<file path="config.mk">
export PLATFORM = sky130hd
export DESIGN_NAME = seven_seg_scan
export DESIGN_NICKNAME = d
export VERILOG_FILES = /design/src/rtl/seven_seg_scan.sv
export SDC_FILE = /design/constraint.sdc
export NUM_CORES = 1
export LEC_CHECK = 0
export BUFFER_PORTS_ARGS = -buffer_cell sky130_fd_sc_hd__buf_2
export CORE_ASPECT_RATIO = 1.25
export CORE_MARGIN = 5
export CORE_UTILIZATION = 40
export CTS_CLUSTER_DIAMETER = 120
export DETAILED_ROUTE_END_ITERATION = 12
export GPL_TIMING_DRIVEN = 1
export PLACE_DENSITY_LB_ADDON = 0.3
export SKIP_CTS_REPAIR_TIMING = 1
export SLEW_MARGIN = 30
export SYNTH_ARGS = -nofsm -noshare
export SYNTH_HDL_FRONTEND = slang
export SYNTH_SLANG_ARGS = --single-unit
</file>
<file path="constraint.sdc">
create_clock -name clk -period 4.1 [get_ports clk]
set_input_delay 0.205 -clock clk [delete_from_list [all_inputs] [get_ports clk]]
set_output_delay 0.205 -clock clk [all_outputs]
set_load 0.05 [all_outputs]
</file>
<file path="src/rtl/seven_seg_scan.sv">
// seven_seg_scan: shows a BITS-wide result in hex on a scanned, active-low multi-digit display.
// Define SEVEN_SEG_SIGNED_EN to show sign and magnitude instead of the raw two's-complement hex.
module seven_seg_scan #(
    parameter int BITS           = 16,
    parameter int NUM_DIGITS     = 8,
    parameter int REFRESH_CYCLES = 100000,
    parameter int BLANK_CYCLES   = 1000
) (
    input  logic                  clk,
    input  logic                  CPU_RESETN,
    input  logic [BITS-1:0]       data_in,
    input  logic                  data_valid,
    output logic [NUM_DIGITS-1:0] anode,
    output logic [7:0]            cathode,
    output logic                  frame_start
);
    localparam int CW = $clog2(REFRESH_CYCLES);
    localparam int IW = $clog2(NUM_DIGITS);
    localparam int ND = BITS / 4;

    logic [CW-1:0]   cnt;
    logic [IW-1:0]   idx;
    logic [BITS-1:0] pend, disp, disp_nxt, val;
    logic            pend_flag, boundary, neg, wrap;
    logic [3:0]      nib;
    logic [6:0]      seg;

    function automatic logic [6:0] hex7(input logic [3:0] n);
        case (n)
            4'h0: hex7 = 7'h40;
            4'h1: hex7 = 7'h79;
            4'h2: hex7 = 7'h24;
            4'h3: hex7 = 7'h30;
            4'h4: hex7 = 7'h19;
            4'h5: hex7 = 7'h12;
            4'h6: hex7 = 7'h02;
            4'h7: hex7 = 7'h78;
            4'h8: hex7 = 7'h00;
            4'h9: hex7 = 7'h10;
            4'hA: hex7 = 7'h08;
            4'hB: hex7 = 7'h03;
            4'hC: hex7 = 7'h46;
            4'hD: hex7 = 7'h21;
            4'hE: hex7 = 7'h06;
            default: hex7 = 7'h0E;
        endcase
    endfunction

    // Segments are decoded from the post-load value so the first digit of a frame already shows the new word.
    always_comb begin
        boundary = idx == '0 && cnt == '0;
        wrap     = cnt == CW'(REFRESH_CYCLES - 1);
        disp_nxt = boundary && pend_flag ? pend : disp;
`ifdef SEVEN_SEG_SIGNED_EN
        neg = disp_nxt[BITS-1];
        val = neg ? -disp_nxt : disp_nxt;
`else
        neg = 1'b0;
        val = disp_nxt;
`endif
        nib = 4'(val >> {idx, 2'b00});
        seg = idx < IW'(ND) ? hex7(nib) : (idx == IW'(ND) && neg) ? 7'h3F : 7'h7F;
    end

    always_ff @(posedge clk) begin
        if (!CPU_RESETN) begin
            cnt         <= '0;
            idx         <= '0;
            pend        <= '0;
            pend_flag   <= 1'b0;
            disp        <= '0;
            anode       <= '1;
            cathode     <= 8'hFF;
            frame_start <= 1'b0;
        end else begin
            cnt         <= wrap ? '0 : cnt + 1'b1;
            idx         <= !wrap ? idx : idx == IW'(NUM_DIGITS - 1) ? '0 : idx + 1'b1;
            disp        <= disp_nxt;
            pend_flag   <= data_valid || (pend_flag && !boundary);
            pend        <= data_valid ? data_in : pend;
            anode       <= cnt < CW'(BLANK_CYCLES) ? '1 : ~(NUM_DIGITS'(1) << idx);
            cathode     <= {1'b1, seg};
            frame_start <= boundary;
        end
    end
endmodule
</file>
== Yosys cells after proc, flatten, opt, wreduce, memory -nomap -nowiden ==
Memory sizes are Yosys's and may differ from the RTL's. A register that Yosys moved wholly into a read port is not among the register bits.
Cells that the tools add are included.

* Register bits after elaboration: 63
* ROM bits: 112
* Bits of input ports: 19
* Output and inout bits: 17
* Logic and storage cells: 32
* Memories: 1

{| class="wikitable"
|+ Memory list
! memory !! words !! bits a word !! read ports !! clocked after memory_dff !! write ports !! line !! RTL
|-
| (no name shown) || 16 || 7 || 1 || 1 || 0 || 29 || <nowiki>case (n)</nowiki>
|}

* Add/sub/neg operators: 2
* Order comparisons: 2
* Equality and inequality tests: 2
* Shifts and indexed selects: 2
* Muxes and demuxes: 2
* Bitwise gates (word level): 2
* Reductions and logical operators: 11

{| class="wikitable"
|+ Operators with widths
! operator !! count
|-
| $add A17 B1 Y17 const B || 1
|-
| $eq A17 B17 Y1 const B || 1
|-
| $logic_not A17 Y1 || 1
|-
| $lt A17 B10 Y1 const B || 1
|-
| $mux W16 || 1
|-
| $shr A16 B5 Y4 || 1
|-
| $not A8 Y8 || 1
|-
| $shl A1 B3 Y8 const A || 1
|-
| $reduce_or A2 Y1 || 2
|-
| $add A3 B1 Y3 const B || 1
|-
| $eq A3 B3 Y1 const B || 1
|-
| $logic_and A1 B1 Y1 || 3
|-
| $logic_not A3 Y1 || 1
|-
| $lt A3 B3 Y1 const B || 1
|-
| $mux W3 || 1
|-
| $logic_not A1 Y1 || 2
|-
| $reduce_and A2 Y1 || 1
|-
| $logic_or A1 B1 Y1 || 1
|-
| $not A1 Y1 || 1
|}

== Logic depth before layout (Yosys ltp) ==
* Depth after elaboration: 5
* Mapped depth: 16
* Mapped depth without buffers: 13

== Worst setup path before layout ==
Ideal clock, no wire load.

* Path kind: register -> register
* Start point: register idx[0]
* End point: register cathode[0]
* Library setup time: 0.133 ns
* Arrival time: 3.484 ns
* Data required time: 3.967 ns
* Slack: 0.483 ns
* Stages on the path, launching flop included: 17
* Path buffers: 3
* Clock period less this slack: 3.617 ns
* Cells stage by stage: dfxtp_1 > clkbuf_1 > inv_1 > ha_1 > nor4b_1 > nand3_1 > or2_1 > buf_6 > buf_6 > mux2i_1 > mux4_2 > nor2_1 > inv_1 > ha_1 > or3_1 > nor3_1 > a221oi_1

* Cells in the longest elaborated chain, start to end: 5
* Elaborated cells on any way between the ends: 8
* Those cells by class: 1 x order compare; 1 x shift; 1 x mux; 5 x reduce/logical

{| class="wikitable"
|+ RTL lines
! element !! line !! RTL
|-
| start: declaration || 22 || <nowiki>logic [IW-1:0] idx;</nowiki>
|-
| start signal: assignment || 77 || <nowiki>idx <= !wrap ? idx : idx == IW'(NUM_DIGITS - 1) ? '0 : idx + 1'b1;</nowiki>
|-
| $logic_not A3 Y1 || 51 || <nowiki>boundary = idx == '0 && cnt == '0;</nowiki>
|-
| $logic_and A1 B1 Y1 || 51 ||
|-
| $logic_and A1 B1 Y1 || 53 || <nowiki>disp_nxt = boundary && pend_flag ? pend : disp;</nowiki>
|-
| $mux W16 || 53 ||
|-
| $shr A16 B5 Y4 || 61 || <nowiki>nib = 4'(val >> {idx, 2'b00});</nowiki>
|-
| end: declaration || 14 || <nowiki>output logic [7:0] cathode,</nowiki>
|}

Parallel ways exist; a longest one is shown, timed or not.
A chain may end at the register's enable or synchronous reset.

== Final worst setup path ==
* Start point: register idx[1]
* End point: register cathode[0]

Same word-level chain as after synthesis.

==> impl_results.md <==
* Pwr Total at 0.00145 W
* Drt total wl at roughly 5.7 mm
* Pre-antenna DRT Iters at 4
* First DRT Iteration DRCs at between 90 and 100
* Critical path type: register to register
* Final worst-path cycle share at between 90 and 100%
* Die area at around 9500 sq um
* Final setup fails at 0
* Final instance area at 3530 sq um
* Leak pwr at about 1.6 nW
* Global routing usage on met2 at between 10% and 20%
* Critical Path AT at about 4.0 ns
* Hold Path Class: input port to register
* First-pass GRT wire length at between 9 and 10 mm
* Via/cell ratio at just under 5
* Number of synthesized flops with an enable pin at 0
* Placed Area at ~3300 sq um
* H-tree Lvls at 3
* Clk sinks at 69
* Run status: finished, final reports clean
* Port bufs at 34
* Post-DP HPWL at between 4 and 5 mm
* Final hold vios at 0
* Drt drc at 0
* Largest net degree at the start of global routing at 39
* Vias at approximately 2,200
* Netlist cell types at between 40 and 50
* Worst setup EP type: register
* Top-area cell type share of the netlist area at ~45%
* Area delta synth->final at 15.3%
* Count leader, synth: dfxtp_1
* Routing usage on met1 at roughly 17%
* Total track usage at around an eighth
* Async set-reset flop share out of synthesis at 0%
* Area contributors post-synth: dfxtp_1, mux2i_1, nor2_1
* GRT busiest layer: met2
* Setup TNS at 0 ns
* Placed insts at 430
* Core ar. at ~7400 sq um
* Initial antenna violation count at 0
* Synth area leader: dfxtp_1
* Gpl congestion at about 0.83
* Fillers at roughly 690
* Synth cell count leaders: dfxtp_1, nor2_1, mux2i_1
* FP Rows at 35
* Minimum clock period at 3.76 ns
* Non-filler cells, final at between 400 and 500
* Main synth FF type: dfxtp_1
* Vias in the first global route at 2,054
* Worst-Skew Late Latency at between 0.3 and 0.4 ns
* Die H at between 100 and 150 um
* Starting density of the core at about 41%
* RSZ-0062 raised after global routing: no
* Max Cap Violations at 0
* Grt ovf at 0
* Critical path fanouts, max at 9
* Yosys warnings at 0
* #FFs+latches synth at slightly below 70
* CTS max path bufs at 2
* Pwr per Cell Area at ~410 nW/um^2
* Io pins at 36
* Req. time, crit path at roughly 4.3 ns
* Met3 usage at under 10%
* Type of origin of the critical path: register
* Max-slew violations at 0
* Synthesized area per cell at between 9 and 10 sq um
* Mapped cell area at roughly 3100 sq um
* Diode count at 0
* Root buffer cell: clkbuf_8
* Post-synthesis sequential area ratio at between 40% and 50%
* F_max at approximately 270 MHz
* Fin nets at roughly 380
* Total CTS buffers at 9
* Post-route ant nets at 0
* Post-Syn Nets at 348
* Die Wd at about 88 um
* WL/cell at around 13 um
* Cell count after synthesis at around 320
* Skew final at between 0.01 and 0.015 ns
* Layout cells sized above 1 at between 10% and 20%
* Worst-path clk slew at approximately 0.08 ns
* CTS tree: done
* Max VDD drop at approximately 190 uV
* Worst hold margin at 0.0920 ns
per-stage QoR:
stage / util [%] / worst slack [ns]
after floorplan: - / 0.483
after global placement: 44.6 / 0.501
after detailed placement: 44.6 / 0.277
after CTS: 47.6 / 0.214
after global routing: 47.7 / 0.0580
final: 47.7 / 0.342
area by class of cell:
cell class                      instances  area, sq um  share of cell area, %
Clock inverter                          6         86.3                   2.45
Clock buffer                           10          138                   3.90
Timing Repair Buffer                   38          200                   5.67
Multi-Input combinational cell        222         1570                   44.6
Sequential cell                        69         1380                   39.1
Inverter                                9         33.8                  0.957
Tap cell                               92          115                   3.26
cells in the final DEF (no fill, tap or decap), types with 2 or more instances in the layout:
| cell | count |
|---|---|
| mux2i_1 | 36 |
| and2_1 | 5 |
| ha_1 | 14 |
| clkbuf_8 | 10 |
| nand3_1 | 13 |
| a21oi_1 | 6 |
| buf_2 | 34 |
| o21ai_1 | 3 |
| nor2_1 | 65 |
| inv_1 | 9 |
| a31oi_1 | 2 |
| buf_4 | 4 |
| xnor2_1 | 7 |
| bufinv_16 | 2 |
| o21ai_0 | 2 |
| nand2_1 | 20 |
| and3_1 | 4 |
| nor4b_2 | 2 |
| clkinv_2 | 2 |
| dfxtp_1 | 69 |
| or3_1 | 3 |
| xor2_1 | 7 |
| nand4_1 | 3 |
| mux4_2 | 6 |
| nor3_1 | 6 |
power breakdown:
part           switching [W]  leakage, nW  internal, W
logic              0.0000811        0.891    0.0000503
registers          0.0000131        0.563     0.000694
clock network       0.000255        0.112     0.000358
total               0.000349         1.57      0.00110
sequential cells by signal (all words and copies together) (netlist names):
| register | flops |
|---|---|
| cnt | 17 |
| disp | 16 |
| pend | 16 |
| anode | 8 |
| cathode | 7 |
| idx | 3 |
| frame_start | 1 |
| pend_flag | 1 |
worst max-delay path, cell delays in order (launching register included):
cell and delay, ns:
dfxtp_1 0.42, inv_1 0.20, ha_1 0.24, nor4b_2 0.26, nand3_1 0.12, or2_1 0.41, mux2i_1 0.20, mux4_2 0.53
nor2_1 0.26, inv_1 0.13, ha_1 0.28, or3_1 0.38, nor3_1 0.14, a221oi_1 0.06
layer usage:
metal,vias up,part of all wire [%]
li1,1136,-
met1,982,47
met2,56,45
met3,6,6.1
met4,0,1.6
met5,-,0
logic make-up (layout without fill, tap and decap cells):
group | after synthesis | count (layout) | synth area share [%]
adders and majority gates | 14 | 14 | 5.73
other | 1 | 1 | 0.123
buffers and inverters | 24 | 63 | 3.60
muxes | 45 | 45 | 17.7
DFF | 69 | 69 | 45.2
and+or+nand+nor | 127 | 127 | 19.3
xor gates and xnor gates | 14 | 14 | 4.01
AOI/OAI and AO/OA | 21 | 21 | 4.38
worst paths after layout:
check        cells past startpoint  slack, ns        start    endpoint
max                             13       0.34       idx[1]  cathode[0]
min                              3       0.09  data_in[12]    pend[12]
min reg2reg                      1       0.49       cnt[0]      cnt[0]
max reg2reg                     13       0.34       idx[1]  cathode[0]
(Power assumes the default switching activity.)
